## src/rtl/spi_xfer_sequencer.sv

```systemverilog
// SPI master transfer sequencer: shifts one DATA_W word out on MOSI while capturing MISO,
// using the baud generator's pre-edge strobes; result is presented with a one-cycle valid pulse.
module spi_xfer_sequencer #(
  parameter int DATA_W = 8
) (
  input  logic              PCLK,
  input  logic              PRESET_n,
  input  logic              mstr_i,
  input  logic              spe_i,
  input  logic [1:0]        spi_mode_i,
  input  logic              spiswai_i,
  input  logic              cpol_i,
  input  logic              cpha_i,
  input  logic              lsbfe_i,
  input  logic              send_data_i,
  input  logic [DATA_W-1:0] tx_data_i,
  input  logic              mosi_send_sclk_i,
  input  logic              mosi_send_sclk0_i,
  input  logic              miso_recieve_sclk_i,
  input  logic              miso_recieve_sclk0_i,
  input  logic              miso_i,
  output logic              ss_o,
  output logic              mosi_o,
  output logic [DATA_W-1:0] rx_data_o,
  output logic              rx_valid_o,
  output logic              tx_ready_o,
  output logic              busy_o,
  output logic              abort_o
);

  localparam int CNT_W = $clog2(DATA_W + 1);
  localparam int IDX_W = (DATA_W > 1) ? $clog2(DATA_W) : 1;
  localparam logic [CNT_W-1:0] LAST_CNT = CNT_W'(DATA_W - 1);
  localparam logic [IDX_W-1:0] LAST_IDX = IDX_W'(DATA_W - 1);

  localparam logic [1:0] ST_IDLE = 2'b00;
  localparam logic [1:0] ST_XFER = 2'b01;
  localparam logic [1:0] ST_DONE = 2'b10;

  logic [1:0]        state;
  logic [DATA_W-1:0] tx_sr;
  logic [DATA_W-1:0] rx_sr;
  logic [DATA_W-1:0] rx_next;
  logic [CNT_W-1:0]  bit_cnt;
  logic [IDX_W-1:0]  tx_idx;
  logic              lsb_q;
  logic              sel;
  logic              shift_stb;
  logic              sample_stb;
  logic              enabled;

  // Modes 1 and 2 use the alternate strobe pair from the baud generator.
  assign sel        = cpol_i ^ cpha_i;
  assign shift_stb  = sel ? mosi_send_sclk0_i    : mosi_send_sclk_i;
  assign sample_stb = sel ? miso_recieve_sclk0_i : miso_recieve_sclk_i;

  assign enabled = mstr_i & spe_i &
                   ((spi_mode_i == 2'b00) | ((spi_mode_i == 2'b01) & ~spiswai_i));

  assign tx_idx  = lsb_q ? bit_cnt[IDX_W-1:0] : (LAST_IDX - bit_cnt[IDX_W-1:0]);
  assign rx_next = lsb_q ? {miso_i, rx_sr[DATA_W-1:1]} : {rx_sr[DATA_W-2:0], miso_i};

  always_ff @(posedge PCLK or negedge PRESET_n) begin
    if (!PRESET_n) begin
      state      <= ST_IDLE;
      tx_sr      <= '0;
      rx_sr      <= '0;
      bit_cnt    <= '0;
      lsb_q      <= 1'b0;
      ss_o       <= 1'b1;
      mosi_o     <= 1'b0;
      rx_data_o  <= '0;
      rx_valid_o <= 1'b0;
      tx_ready_o <= 1'b1;
      busy_o     <= 1'b0;
      abort_o    <= 1'b0;
    end else begin
      rx_valid_o <= 1'b0;
      abort_o    <= 1'b0;
      case (state)
        ST_IDLE: begin
          if (send_data_i && enabled) begin
            state      <= ST_XFER;
            tx_sr      <= tx_data_i;
            lsb_q      <= lsbfe_i;
            bit_cnt    <= '0;
            rx_sr      <= '0;
            mosi_o     <= lsbfe_i ? tx_data_i[0] : tx_data_i[DATA_W-1];
            ss_o       <= 1'b0;
            busy_o     <= 1'b1;
            tx_ready_o <= 1'b0;
          end
        end
        ST_XFER: begin
          if (!enabled) begin
            state      <= ST_IDLE;
            abort_o    <= 1'b1;
            ss_o       <= 1'b1;
            busy_o     <= 1'b0;
            tx_ready_o <= 1'b1;
          end else begin
            if (sample_stb) begin
              rx_sr   <= rx_next;
              bit_cnt <= bit_cnt + CNT_W'(1);
              if (bit_cnt == LAST_CNT) begin
                state      <= ST_DONE;
                rx_data_o  <= rx_next;
                rx_valid_o <= 1'b1;
                ss_o       <= 1'b1;
                busy_o     <= 1'b0;
              end
            end
            // A coincident shift still uses the pre-increment bit index.
            if (shift_stb) begin
              mosi_o <= tx_sr[tx_idx];
            end
          end
        end
        ST_DONE: begin
          state      <= ST_IDLE;
          tx_ready_o <= 1'b1;
        end
        default: begin
          state      <= ST_IDLE;
          ss_o       <= 1'b1;
          busy_o     <= 1'b0;
          tx_ready_o <= 1'b1;
        end
      endcase
    end
  end

endmodule

```

## config.mk

```make
export PLATFORM = sky130hd
export DESIGN_NAME = spi_xfer_sequencer
export DESIGN_NICKNAME = d
export VERILOG_FILES = /design/src/rtl/spi_xfer_sequencer.sv
export SDC_FILE = /design/constraint.sdc
export NUM_CORES = 1
export LEC_CHECK = 0
export ABC_AREA = 0
export CAP_MARGIN = 0
export CELL_PAD_IN_SITES_DETAIL_PLACEMENT = 0
export CELL_PAD_IN_SITES_GLOBAL_PLACEMENT = 1
export CORE_MARGIN = 2
export CORE_UTILIZATION = 39
export CTS_BUF_LIST = sky130_fd_sc_hd__clkbuf_16
export DETAILED_ROUTE_END_ITERATION = 10
export PLACE_DENSITY = 0.87
export SYNTH_ARGS = -nofsm -noshare
export SYNTH_HDL_FRONTEND = slang
export SYNTH_SLANG_ARGS = --single-unit
```

## constraint.sdc

```tcl
create_clock -name PCLK -period 2.7 [get_ports PCLK]
set_clock_uncertainty 0.1 [all_clocks]
set_input_delay 0.54 -clock PCLK [delete_from_list [all_inputs] [get_ports PCLK]]
set_output_delay 0.54 -clock PCLK [all_outputs]
set_load 0.02 [all_outputs]
```

==> results_dict.tcl <==
set metrics [dict create \
    cts_root_buf "clkbuf_16" \
    slowest_delay_ns 0.47 \
    critical_path_class "in2reg" \
    synthFlopType "dfrtp_1" \
    synth_common_cells "dfrtp_1, mux2i_1, nand2_1, o21ai_0, mux2_2" \
    whs_ns 0.406 \
    post-cts-setup-buffers 0 \
    worstReg2RegEnd "rx_data_o[5]" \
    worstSkewPairLatency_ns 0.28 \
    max_cap_violations 0 \
    clkTransAtPathRegs_ns 0.05 \
    clock.fmax_mhz 457 \
    port_buffers 37 \
    cts_hold_buffers 0 \
    synth_area_um2 1820 \
    die-area_um2 5220 \
    yosys_warnings 0 \
    min_to "rx_data_o[7]" \
    required_ns 2.80 \
    fin_crit_sh_pct 81.1 \
    cts_max_path_buffers 2 \
    cts_buffers 5 \
    synth_area_leaders "dfrtp_1, mux2i_1, mux2_2" \
    intPower_mw 1.10 \
    power.share.clock_pct 36.8 \
    dp_hpwl_mm 2.54 \
    synth_fp_nets 194 \
    synthSimpleGateAreaFrac_pct 12.8 \
    arrival_ns 2.29 \
    grt_overflow_total 0 \
    drc 0 \
    grt_pass1_wl_mm 6.15 \
    slew_violations 0 \
    fin_util_pct 54.8 \
    initial_utilization_pct 41.2 \
    cts_tree "built" \
    synth.area.mux_share_pct 18.5 \
    min_path_type "reg2reg" \
    synthArstFlopShare_pct 100 \
    cpMaxStageDelayCell "a2111o_1" \
    synth.largest_area_cell "dfrtp_1" \
    yosysSeqAreaShare_pct 51.1 \
    ant_nets 0 \
    hold_violations 0 \
    coreArea_um2 4410 \
    die_y_um 72.3 \
    holdPathStages 1 \
    ir_drop_mv 0.297 \
    drive_above_1_share_pct 14.6 \
    ctsResizeCount 0 \
    numClockSinks 37 \
    layout.nets 236 \
    antenna_found_initial 0 \
    status "completed" \
    post-route-min-period_ns 2.19 \
    grt_max_degree 38 \
    synth_compound_area_share_pct 12.1 \
    p_seq_share_pct 46.2 \
    drtIter0Drc 144 \
    yosysMostFrequentCell "dfrtp_1" \
    crit_family "compound AO/OA/AOI/OAI gates" \
    power_mw 1.47 \
    p_switching_uw 368 \
    routed_wl_mm 3.62 \
    rr_startpoint "state[0]" \
    setup_violations 0 \
    die_width_um 72.3 \
    area_delta_synth_final_pct 33.0 \
    vias_per_cell 5.29 \
    end_kind "flip-flop" \
    r2r_slack_ns 0.75 \
    r2r_cells 5 \
    vias 1397 \
    hp-start "rx_data_o[7]" \
    grt.total_usage_pct 15.4 \
    gp_congestion 0.777 \
    cp_cell_sequence "clkdlybuf4s50_1, xnor2_2, mux2i_1, a2111o_1, or3_1, a21oi_1" \
    rows 24 \
    multi_input_area_um2 831 \
    p_per_area_nw_per_um2 607 \
    io_pins 38 \
    rsz0062_at_grt "no" \
    ys_seq_elements 37 \
    fin_area_um2 2420 \
    worst_slew_pin_slew_ns 0.686 \
    finalSetupTns_ns 0 \
    grt_pass1_vias 1367 \
    synth_fa_ha_area_share_pct 0.688 \
    start_kind "primary input" \
    path_max_fanout 4 \
    cts-htree-levels 2 \
    synthXorXnorAreaFrac_pct 0.895 \
    synth_top_family_by_area "multiplexers" \
    p_sw_share_pct 25.1 \
    diodes 0 \
    max-slew-margin-rel_pct 54.3 \
    dpl_cell_area_um2 2280 \
    post_drt_wl_per_cell_um 13.7 \
    drt_pre_antenna_iters 4 \
    worstPathBufferInverterCount 1 \
    seq_area_um2 928 \
    synthCells 169 \
    leakage_nw 1.03 \
    post-synth-top-area-fraction_pct 48.2 \
    synth-edff-count 0 \
    syn_area_per_cell_um2 10.8 \
    synth_cell_types 36 \
    power_frac_comb_pct 17.0 \
    n_fill_cell 410 \
]
-- state kept, by name, indices dropped and copies added (netlist names) --
signal,count
rx_data_o,8
rx_sr,8
tx_sr,8
bit_cnt,4
state,2
abort_o,1
busy_o,1
lsb_q,1
mosi_o,1
rx_valid_o,1
ss_o,1
tx_ready_o,1
-- logic make-up (layout without fill, tap and decap cells) --
group                      after synthesis  after routing
AOI/OAI and AO/OA                       34             34
xor gates and xnor gates                 1              1
muxes                                   32             32
DFF                                     37             37
buffers and inverters                   18             61
adders and majority gates                1              1
and+or+nand+nor                         46             46
-- final cells by class --
type                            instances  area share (%)
Sequential cell                        37            38.4
Clock inverter                          3           0.466
Clock buffer                            5            5.18
Multi-Input combinational cell        114            34.4
Tap cell                               52            2.69
Timing Repair Buffer                   44            17.5
Inverter                                9            1.40
-- per-layer routing --
metal,wire [um],GRT usage [%]
met2,1660,24.1
met1,1730,19.5
met3,183,5.28
met5,0,0
met4,48,6.29
-- worst register-to-register path, stage by stage (launching register included) --
cell,delay [ns]
dfrtp_1,0.50
nor2b_1,0.32
nand2_1,0.13
nor4_2,0.35
buf_4,0.26
mux2i_1,0.21
-- worst max-delay path by stage --
stage,from,to,slack (ns),cells after the start
5_1_grt,cpha_i,mosi_o,0.39,6
6_report,cpha_i,bit_cnt[3],0.51,6
2_1_floorplan,spi_mode_i[1],tx_sr[1],0.57,4
4_1_cts,cpha_i,bit_cnt[3],0.50,6
3_5_place_dp,cpha_i,bit_cnt[3],0.19,6
3_3_place_gp,cpha_i,bit_cnt[3],0.26,6
-- placed cells by master (no fill, tap or decap), types with 2 or more instances in the layout --
cell and n:
buf_4 7, nand2b_1 2, clkdlybuf4s50_1 37, dfstp_2 2, nor2b_1 2, inv_1 11, a21oi_1 5, nand2_1 19
mux2_2 13, clkbuf_16 5, dfrtp_1 35, nor2_1 8, or3_1 3, nand3b_1 4, a211oi_1 2, a22o_1 2
mux2i_1 19, o21ai_0 15
-- power by group through the flow --
stage	registers [mW]	clock network (mW)	logic [mW]
3_3_place_gp	0.686	0	0.248
6_report	0.678	0.540	0.250
3_5_place_dp	0.688	0	0.252
5_1_grt	0.690	0.579	0.274
4_1_cts	0.679	0.556	0.253
2_1_floorplan	0.671	0	0.158
-- metrics by stage --
stage / cells / setup WS [ns]
6_report: 264 / 0.510
5_1_grt: 264 / 0.388
4_1_cts: 264 / 0.499
3_5_place_dp: 256 / 0.194
3_3_place_gp: 256 / 0.261
2_1_floorplan: 169 / 0.569
No activity file was read; power rests on OpenSTA's default activity.
==> edit, RTL diff (same flow settings) <==
Make the reset (`PRESET_n`) synchronous in one clocked block.
--- a/src/rtl/spi_xfer_sequencer.sv
+++ b/src/rtl/spi_xfer_sequencer.sv
@@ -60,7 +60,7 @@
   assign tx_idx  = lsb_q ? bit_cnt[IDX_W-1:0] : (LAST_IDX - bit_cnt[IDX_W-1:0]);
   assign rx_next = lsb_q ? {miso_i, rx_sr[DATA_W-1:1]} : {rx_sr[DATA_W-2:0], miso_i};
 
-  always_ff @(posedge PCLK or negedge PRESET_n) begin
+  always_ff @(posedge PCLK) begin
     if (!PRESET_n) begin
       state      <= ST_IDLE;
       tx_sr      <= '0;
Formal check against the unedited RTL: differs if PRESET_n is asserted again (counterexample within 4 cycles, from zero or initial values and one cycle with PRESET_n low); with PRESET_n held inactive, the same outputs for 10 cycles.
==> edit against the unedited design <==
Sequential share of layout area shrank 7.1 points; non-clock buffer count shrank 3; routed wire length grew 6.9%; sequential cell count is the same; final area shrank 2.1%; critical path depth is the same; utilization shrank 1.5 points; worst setup slack lost 0.24 ns; die area grew 0.78%; area after synthesis grew 0.83%.
Power is not compared: it rests on default switching activity, and its combinational part moved more than twofold at a synthesized area within 25%.
==> edit: results (changes against the unedited design) <==
| Metric | Value |
|---|---|
| Setup slack after placement | `-0.000441 ns (-0.194 ns)` |
| DR WL/cell | `14.0 um (+1.9%)` |
| Synth top cells by count | `dfxtp_1 (37), mux2i_1 (19), nor2_1 (13), nor2b_1 (13), nand2_1 (12)` |
| Synth unique cells | `40 (+11%)` |
| Largest net degree at the start of global routing | `27 (-29%)` |
| WHS | `0.389 ns (-0.0172 ns)` |
| Worst reg2reg setup slack | `0.71 ns (-0.04 ns)` |
| Ys flop type | `dfxtp_1` |
| Hold_sp | `rx_sr[7]$_SDFFE_PN0P_` |
| Global Route Usage Sum | `0.162 (+0.00800)` |
| Vias in the first global route | `1383 (+1.2%)` |
| RePlAce Congestion | `0.715 (-8.0%)` |
| Post-synthesis async set-or-reset flop share | `0 (-1.00)` |
| CP max stage delay | `0.50 ns (+0.03 ns)` |
| DRT iter0 DRCs | `117 (-19%)` |
| Post-synthesis sequential area ratio | `0.404 (-0.107)` |
| HPWL Detailed | `2640 um (+4.1%)` |
| WP data arrival | `2.55 ns (+0.26 ns)` |
| Cell taking the most area after synthesis | `dfxtp_1` |
| Tightest Pin Transition | `0.826 ns (+0.141 ns)` |
| Hold Path Sink | `rx_sr[7]$_SDFFE_PN0P_` |
| Status | `complete, no violations` |
| Adder-Cell Fraction of Synth Area | `0.00683 (-0.0000564)` |
| Largest cells by area after synthesis | `dfxtp_1 (40%), mux2i_1 (10%), nor2b_1 (4.4%)` |
| Synthesized Nets | `214 (+10%)` |
| Worst flop-to-flop path endpoint | `mosi_o$_SDFFE_PN0P_` |
| Post-Synth XOR/XNOR Area | `0.0184 (+0.00948)` |
| Mux contribution to synthesized area | `0.124 (-0.0616)` |
| Total number of vias | `1479 (+5.9%)` |
| Dpl cell area | `0.00223 sq mm (-2.1%)` |
| Reg2reg start | `lsb_q$_SDFFE_PN0P_` |
==> edit: changes by cell type after synthesis, moves of 4 or more <==
cell,unedited run,this run
o211a_1,0,8
o22a_1,1,8
mux2_2,13,2
nor2_1,8,13
inv_1,9,1
nor3b_1,1,6
dfrtp_1,35,0
and3b_1,0,5
nand3_1,1,5
o21ai_0,15,9
nand2_1,19,12
nor2b_1,2,13
dfxtp_1,0,37
==> edit: through the flow <==
| stage | instances | util |
|---|---|---|
| 2_1_floorplan | 189 | - |
| 3_3_place_gp | 270 | 0.503 |
| 3_5_place_dp | 270 | 0.503 |
| 4_1_cts | 277 | 0.532 |
| 5_1_grt | 277 | 0.532 |
| 6_report | 277 | 0.532 |
==> edit: area by class of cell <==
| type | count | area (sq um) |
|---|---|---|
| fillers | 442 | 2080 |
| repair buffers | 41 | 400 |
| clock buffers | 5 | 125 |
| flip-flops and latches | 37 | 741 |
| well taps | 52 | 65.1 |
| multi-input cells | 139 | 1020 |
| clock inverters | 2 | 7.51 |
| inverters | 1 | 3.75 |
==> edit: cell families (layout without fill, tap and decap cells) <==
| group | Yosys count | in the layout |
|---|---|---|
| xor+xnor | 3 | 3 |
| compound gates | 39 | 39 |
| flops | 37 | 37 |
| buf+inv | 13 | 49 |
| mux | 22 | 22 |
| fa+ha+maj | 1 | 1 |
| simple gates | 74 | 74 |
==> edit: how the worst max path moves through the flow <==
stage	startpoint	to	slack, ns	cells after the start
floorplan	spe_i	rx_data_o[0]$_SDFFE_PN0P_	0.84	5
CTS	cpha_i	rx_sr[3]$_SDFFE_PN0P_	0.28	6
global route	cpha_i	rx_sr[2]$_SDFFE_PN0P_	0.13	6
detailed placement	cpha_i	rx_sr[2]$_SDFFE_PN0P_	-0.0004	6
finish	cpha_i	rx_sr[7]$_SDFFE_PN0P_	0.27	6
global placement	cpha_i	rx_sr[5]$_SDFFE_PN0P_	0.03	6
==> edit: metal layers <==
metal	GRT usage	wire length, um	up-vias
li1	-	-	754
met1	0.222	1890	688
met2	0.236	1750	35
met3	0.0597	211	2
met4	0.0494	14	0
met5	0	0	-
==> edit: worst reg2reg max path, delay by kind of cell, from the launching register on <==
family | cells | cell delay, ns
simple gates | 1 | 0.32
flops | 1 | 0.85
compound gates | 4 | 0.65
==> edit: power by group <==
| group | total [mW] | switching [mW] | internal, mW |
|---|---|---|---|
| clock network | 0.536 | 0.206 | 0.330 |
| registers | 0.565 | 0.00923 | 0.555 |
| logic | 0.103 | 0.0434 | 0.0601 |
| total | 1.20 | 0.259 | 0.945 |
